### src/rtl/mem_arbiter.sv
// mem_arbiter
//   Shares one single-port synchronous memory between the CPU fetch path and
//   data path. At most one access is granted per cycle. When both paths
//   request, round-robin alternates the winner. Read data returns one cycle
//   after the grant, routed to the port that owned the read. Two saturating
//   counters record contention statistics for debug tracing.
//
// Ports
//   clk, rst_n             system clock, synchronous active-low reset
//   if_req/if_addr         fetch request, held until if_gnt
//   if_gnt                 fetch accepted this cycle
//   if_valid/if_rdata      fetch read return, one cycle after if_gnt
//   dm_req/dm_we/dm_addr/dm_wdata
//                          data request, held until dm_gnt
//   dm_gnt                 data accepted this cycle
//   dm_valid/dm_rdata      data read return, one cycle after a read grant
//   mem_addr/mem_wdata/mem_we
//                          memory request side
//   mem_rdata              memory read data, valid the cycle after its address
//   stat_conflicts         cycles with both requests high
//   stat_if_stalls         cycles with if_req high and if_gnt low
//
// Read-owner state (rd_own)
//   state    | meaning
//   OWN_NONE | no read return expected this cycle
//   OWN_IF   | mem_rdata belongs to the fetch port
//   OWN_DM   | mem_rdata belongs to the data port
module mem_arbiter #(
    parameter int N  = 16,
    parameter int CW = 16
) (
    input  logic          clk,
    input  logic          rst_n,
    input  logic          if_req,
    input  logic [N-1:0]  if_addr,
    output logic          if_gnt,
    output logic          if_valid,
    output logic [N-1:0]  if_rdata,
    input  logic          dm_req,
    input  logic          dm_we,
    input  logic [N-1:0]  dm_addr,
    input  logic [N-1:0]  dm_wdata,
    output logic          dm_gnt,
    output logic          dm_valid,
    output logic [N-1:0]  dm_rdata,
    output logic [N-1:0]  mem_addr,
    output logic [N-1:0]  mem_wdata,
    output logic          mem_we,
    input  logic [N-1:0]  mem_rdata,
    output logic [CW-1:0] stat_conflicts,
    output logic [CW-1:0] stat_if_stalls
);

    typedef enum logic [1:0] {
        OWN_NONE = 2'd0,
        OWN_IF   = 2'd1,
        OWN_DM   = 2'd2
    } own_t;

    // last_q: 0 = fetch won the previous contention, 1 = data won it
    logic          last_q, last_d;
    own_t          rd_own_q, rd_own_d;
    logic [CW-1:0] conflicts_q, conflicts_d;
    logic [CW-1:0] if_stalls_q, if_stalls_d;

    logic both_req;
    logic grant_if;
    logic grant_dm;

    always_comb begin
        both_req = if_req & dm_req;
        grant_if = 1'b0;
        grant_dm = 1'b0;
        if (rst_n) begin
            if (both_req) begin
                // The loser of the previous contention wins this one.
                grant_if = last_q;
                grant_dm = ~last_q;
            end else begin
                grant_if = if_req;
                grant_dm = dm_req;
            end
        end

        last_d = last_q;
        if (both_req) begin
            last_d = grant_dm;
        end

        rd_own_d = OWN_NONE;
        if (grant_if) begin
            rd_own_d = OWN_IF;
        end else if (grant_dm && !dm_we) begin
            rd_own_d = OWN_DM;
        end

        conflicts_d = conflicts_q;
        if (both_req && (conflicts_q != {CW{1'b1}})) begin
            conflicts_d = conflicts_q + CW'(1);
        end

        if_stalls_d = if_stalls_q;
        if (if_req && !grant_if && (if_stalls_q != {CW{1'b1}})) begin
            if_stalls_d = if_stalls_q + CW'(1);
        end
    end

    always_ff @(posedge clk) begin
        if (!rst_n) begin
            last_q      <= 1'b1;
            rd_own_q    <= OWN_NONE;
            conflicts_q <= '0;
            if_stalls_q <= '0;
        end else begin
            last_q      <= last_d;
            rd_own_q    <= rd_own_d;
            conflicts_q <= conflicts_d;
            if_stalls_q <= if_stalls_d;
        end
    end

    assign if_gnt    = grant_if;
    assign dm_gnt    = grant_dm;
    assign mem_addr  = grant_dm ? dm_addr : if_addr;
    assign mem_wdata = dm_wdata;
    assign mem_we    = grant_dm & dm_we;

    // Gating with rst_n suppresses the return of a read granted just before reset.
    assign if_valid  = rst_n & (rd_own_q == OWN_IF);
    assign dm_valid  = rst_n & (rd_own_q == OWN_DM);
    assign if_rdata  = mem_rdata;
    assign dm_rdata  = mem_rdata;

    assign stat_conflicts = conflicts_q;
    assign stat_if_stalls = if_stalls_q;

endmodule
### config.mk
export PLATFORM = sky130hd
export DESIGN_NAME = mem_arbiter
export DESIGN_NICKNAME = d
export VERILOG_FILES = /design/src/rtl/mem_arbiter.sv
export SDC_FILE = /design/constraint.sdc
export NUM_CORES = 1
export LEC_CHECK = 0
export CAP_MARGIN = 15
export CORE_MARGIN = 2
export CORE_UTILIZATION = 38
export DETAILED_ROUTE_END_ITERATION = 7
export GPL_TIMING_DRIVEN = 0
export PLACE_DENSITY = 0.87
export SYNTH_ARGS = -nofsm -noshare
export SYNTH_HDL_FRONTEND = slang
export SYNTH_SLANG_ARGS = --single-unit
### constraint.sdc
create_clock -name clk -period 4.75 [get_ports clk]
set_clock_uncertainty 0.05 [all_clocks]
set_input_delay 0.7125 -clock clk [delete_from_list [all_inputs] [get_ports clk]]
set_output_delay 0.7125 -clock clk [all_outputs]
set_load 0.01 [all_outputs]
==> flow_summary.toml, run 1 <==
[clock_network]
ctsHoldBuffers = 0
cts_sinks = 35
clkTransAtPathRegs_ps = 60
cts_setup_buffers = 0
cts_max_level = 2
post_cts_resized = 0
cts_root_buf = "clkbuf_8"
cts_tree = "yes"
cts_max_path_buffers = 2
cts_buffers = 5
worstSkewPairLatency_ps = 280

[critical_path]
max_stage_delay_ps = 630
path_buf_inv = 3
cp-end-kind = "output port"
path_delay_family = "buffers and inverters"
worst_path_most_repeated_cell = "clkdlybuf4s50_1"
cp_cell_sequence = "clkdlybuf4s50_1 -> nand2_1 -> nand3_1 -> buf_2 -> mux2_2 -> clkdlybuf4s50_1"
cp.depth = 6
required_ps = 3990
worstSetupPathType = "primary input to output port"
path_max_fanout = 10
crit_arrival_ps = 2900
rr_worst_depth = 6
cp-start-kind = "primary input"
crit_path_top_delay_cell = "clkdlybuf4s50_1"

[layout]
fin_util_pct = 65.6
stdcell_area_sq_um = 3930
diodes = 0
final_common_cell = "clkdlybuf4s50_1"
most-common-layout-cells = "clkdlybuf4s50_1 (136), buf_4 (48), nand2_1 (36)"
layout-drive-gt1-share_pct = 18.6
nets = 501
syn2layout_area_growth_pct = 64.3

[die]
ios = 170
die_w_um = 83.3
initial_utilization_pct = 39.9
row_count = 28
die-area_sq_um = 6940
die_h_um = 83.3
core_region_area_sq_um = 5990

[drt]
via_per_inst = 5.19
totalWireLength_um = 7110
wl_per_cell_um = 14.0
vias = 2627
detail-route-antenna-nets = 0
first_iter_violations = 184
drc = 0
drt_pass1_iterations = 4

[logic_synthesis]
synth-edff-count = 0
yosys_most_used_dff = "dfxtp_1"
synthDistinctLibCells = 45
avgSynthCellArea_sq_um = 8.33
synth.cell_area_sq_um = 2390
synth_nets = 358
synth_warnings = 0
syn_inst = 287
ys_ff_latch = 35
synthArstFlopShare_pct = 0
synth-seq-area-share_pct = 29.3

[global_route]
grt_pass1_wl_um = 11700
antenna_found_initial = 0
grt_pass1_vias = 2555
gr-total-overflow = 0
met1_usage_pct = 20.7
grtUsageTotal_pct = 20.0
use_met2_pct = 38.6
grt_max_degree = 11
busiest_layer = "met2"
grt_use_met3_pct = 5.96

[timing]
fmax_ghz = 0.273
setup_tns_ps = 0
maxSlewHeadroom_pct = 61.4
finalMaxSlewViolations = 0
period_needed_ps = 3660
report.final.hold_viol_count = 0
worst_pin_slew_ps = 573
setup_viol = 0
fin_crit_sh_pct = 77.0
rsz0062_at_grt = "no"

[pwr]
power.leakage_nw = 1.47
p_per_area_nw_per_um2 = 179
p_clk_share_pct = 29.8
p_sw_uw = 176
peakVddDrop_uv = 135
swShare_pct = 25.0
internal_power_uw = 527
pwr-share-comb_pct = 27.3
seqPwrFrac_pct = 42.9

[placement]
dpl_cell_area_sq_um = 3850
place.gp.congestion = 0.876
dp_hpwl_um = 5700
port_buffers = 136

[min_path]
min_path_type = "flop to flop"
hold_path_depth = 2

[run]
drv_cap = 0

[status]
outcome = "completed"
[tightest hold or removal path, stage by stage (launching register included)]
cell and delay, ps:
dfxtp_1 330, nand2_1 60, mux2i_1 50
[layer usage]
layer / vias to the layer above / part of all wire, % / routed length [um]
li1: 1281 / - / -
met1: 1210 / 36 / 2540
met2: 130 / 54 / 3870
met3: 6 / 9.1 / 648
met4: 0 / 0.82 / 58
met5: - / 0 / 0
[per-stage QoR]
step / power (mW) / worst slack, ps / hold slack, ps / std cells
floorplan: 0.391 / 2220 / 424 / 287
global placement: 0.498 / 1090 / 422 / 498
detailed placement: 0.501 / 1080 / 432 / 498
CTS: 0.708 / 1080 / 441 / 506
global route: 0.727 / 1000 / 476 / 506
finish: 0.703 / 1090 / 438 / 506
[cell usage after synthesis, types with 6 or more instances]
| master | n | area (sq um) |
|---|---|---|
| nand2b_1 | 10 | 62.6 |
| a21oi_1 | 17 | 85.1 |
| nand4_1 | 6 | 37.5 |
| dfxtp_1 | 35 | 701 |
| o31ai_1 | 7 | 52.6 |
| o21ai_0 | 11 | 55.1 |
| mux2i_1 | 14 | 140 |
| nor3_1 | 6 | 30.0 |
| nand3_1 | 8 | 40.0 |
| mux2_2 | 16 | 180 |
| nand2_1 | 36 | 135 |
| or4_1 | 7 | 52.6 |
| buf_4 | 48 | 360 |
[cell type report]
class / instances / area [sq um]
buffer: 58 / 417
clock buffer: 7 / 76.3
clock inverter: 1 / 5.00
fill: 518 / 2060
inverter: 5 / 18.8
multi-input combinational: 189 / 1250
sequential: 35 / 701
tap: 75 / 93.8
timing repair buffer: 136 / 1360
[path summary, 6_finish.rpt]
| check | startpoint | to | slack [ps] |
|---|---|---|---|
| worst max-delay path | if_req | mem_addr[9] | 1090 |
| worst min-delay path | stat_if_stalls[5] | stat_if_stalls[5] | 440 |
| worst max register to register | stat_if_stalls[0] | stat_if_stalls[0] | 2880 |
| worst min register to register | stat_if_stalls[5] | stat_if_stalls[5] | 440 |
[state kept, by name, summed over array words and instances, names as in the netlist]
name and flops:
stat_if_stalls 16, stat_conflicts 16, rd_own_q 2, last_q 1
[kinds of logic after synthesis]
| logic type | count (synthesis) | synth area share (%) |
|---|---|---|
| simple gates | 106 | 24.1 |
| buf+inv | 63 | 18.2 |
| fa+ha+maj | 2 | 1.05 |
| compound gates | 50 | 13.6 |
| xor+xnor | 1 | 0.366 |
| flops | 35 | 29.3 |
| mux | 30 | 13.4 |
[power by group through the flow]
stage | sequential (mW) | clock [mW] | combinational [mW]
5_1_grt | 0.302 | 0.222 | 0.204
2_1_floorplan | 0.308 | 0 | 0.0833
4_1_cts | 0.301 | 0.212 | 0.194
3_5_place_dp | 0.308 | 0 | 0.193
3_3_place_gp | 0.308 | 0 | 0.190
6_report | 0.301 | 0.210 | 0.192
Power figures use the tool's default switching activity.
==> run 2: changes to the inputs <==
Settings changed: CORE_UTILIZATION 38 to 35, PLACE_DENSITY 0.87 to 0.81.
Clock period 4.75 ns to 3.43 ns, I/O delays scaled along.
==> flow_summary.toml, run 2 (synthesized netlist as in run 1, its figures left out) <==
[timing]
period_needed_ps = 3240
fin_crit_sh_pct = 94.5
setup_viol = 0
report.final.hold_viol_count = 0
finalMaxSlewViolations = 0
worst_pin_slew_ps = 555
fmax_ghz = 0.309
setup_tns_ps = 0
rsz0062_at_grt = "no"
maxSlewHeadroom_pct = 62.7

[die]
die-area_sq_um = 7510
die_h_um = 86.7
core_region_area_sq_um = 6720
row_count = 30
die_w_um = 86.7
initial_utilization_pct = 35.6
ios = 170

[clock_network]
cts_root_buf = "clkbuf_8"
cts_sinks = 35
cts_setup_buffers = 0
cts_buffers = 5
cts_tree = "yes"
cts_max_path_buffers = 2
cts_max_level = 2
worstSkewPairLatency_ps = 270
clkTransAtPathRegs_ps = 70
post_cts_resized = 0
ctsHoldBuffers = 0

[critical_path]
path_max_fanout = 10
crit_arrival_ps = 2680
worst_path_most_repeated_cell = "clkdlybuf4s50_1"
worstSetupPathType = "primary input to output port"
path_buf_inv = 3
cp_cell_sequence = "clkdlybuf4s50_1 -> nand2_1 -> nand3_1 -> buf_2 -> mux2_2 -> clkdlybuf4s50_1"
path_delay_family = "buffers and inverters"
required_ps = 2870
cp-end-kind = "output port"
cp-start-kind = "primary input"
crit_path_top_delay_cell = "clkdlybuf4s50_1"
max_stage_delay_ps = 620

[pwr]
power.leakage_nw = 1.46
pwr-share-comb_pct = 27.5
p_sw_uw = 227
internal_power_uw = 723
swShare_pct = 23.9
p_per_area_nw_per_um2 = 242
seqPwrFrac_pct = 43.9
peakVddDrop_uv = 135
p_clk_share_pct = 28.5

[layout]
nets = 501
diodes = 0
fin_cells = 509
final_common_cell = "clkdlybuf4s50_1"
layout-drive-gt1-share_pct = 18.4
syn2layout_area_growth_pct = 64.2
most-common-layout-cells = "clkdlybuf4s50_1 (136), buf_4 (48), nand2_1 (36)"

[placement]
port_buffers = 136
placed_cells = 503
place.gp.congestion = 0.847
dp_hpwl_um = 5230

[drt]
first_iter_violations = 116
totalWireLength_um = 6480
drt_pass1_iterations = 4
drc = 0
vias = 2598
via_per_inst = 5.10
wl_per_cell_um = 12.7
detail-route-antenna-nets = 0

[global_route]
grtUsageTotal_pct = 16.1
gr-total-overflow = 0
grt_pass1_vias = 2331
antenna_found_initial = 0
grt_pass1_wl_um = 9980
grt_max_degree = 11

[status]
outcome = "completed"

[run]
drv_cap = 0

[min_path]
min_path_type = "flop to flop"
run 2: changes by cell type in the layout (fill, tap and decap cells not counted), sizes merged:
cell / delta
clkinv: -1
clkbuf: -1
run 2: through the flow:
step	worst slack (ps)	cell area, sq um	util [%]	hold WS, ps	power [mW]
2_1_floorplan	1300	2390	-	424	0.542
3_3_place_gp	181	3850	57.3	422	0.687
3_5_place_dp	156	3850	57.3	427	0.690
4_1_cts	157	3930	58.4	438	0.961
5_1_grt	55.8	3930	58.4	470	0.992
6_report	190	3930	58.4	437	0.949
run 2: cell type report:
| type | instances | area (sq um) |
|---|---|---|
| Clock buffer | 6 | 72.6 |
| Multi-Input combinational cell | 189 | 1250 |
| Fill cell | 612 | 2790 |
| Tap cell | 80 | 100 |
| Timing Repair Buffer | 136 | 1360 |
| Sequential cell | 35 | 701 |
| Buffer | 58 | 417 |
| Inverter | 5 | 18.8 |
run 2: worst paths after layout:
kind / slack [ps] / startpoint / to / cells after the start
worst min-delay path: 440 / stat_if_stalls[15] / stat_if_stalls[15] / 2
worst max register to register: 1560 / stat_if_stalls[2] / stat_if_stalls[9] / 4
worst min register to register: 440 / stat_if_stalls[15] / stat_if_stalls[15] / 2
worst max-delay path: 190 / if_req / mem_addr[9] / 6
run 2: power by group through the flow:
| stage | Sequential (mW) | Combinational (mW) | Clock (mW) |
|---|---|---|---|
| floorplan | 0.427 | 0.115 | 0 |
| global placement | 0.426 | 0.261 | 0 |
| detailed placement | 0.426 | 0.264 | 0 |
| CTS | 0.417 | 0.265 | 0.279 |
| global route | 0.418 | 0.279 | 0.295 |
| finish | 0.417 | 0.261 | 0.271 |
run 2: metal layers:
metal	GRT usage (%)	share of wire, %	vias up	wire length [um]
met5	0	0	-	0
met4	4.55	0.65	0	42
met3	4.86	9.5	4	615
met2	30.1	50	132	3270
met1	17.5	39	1188	2550
li1	-	-	1274	-
run 2: worst reg2reg max path: stages, from the launching register on:
cell and delay [ps]:
dfxtp_1 430, and4_1 320, o2111ai_2 280, or4_1 570, a21oi_1 140
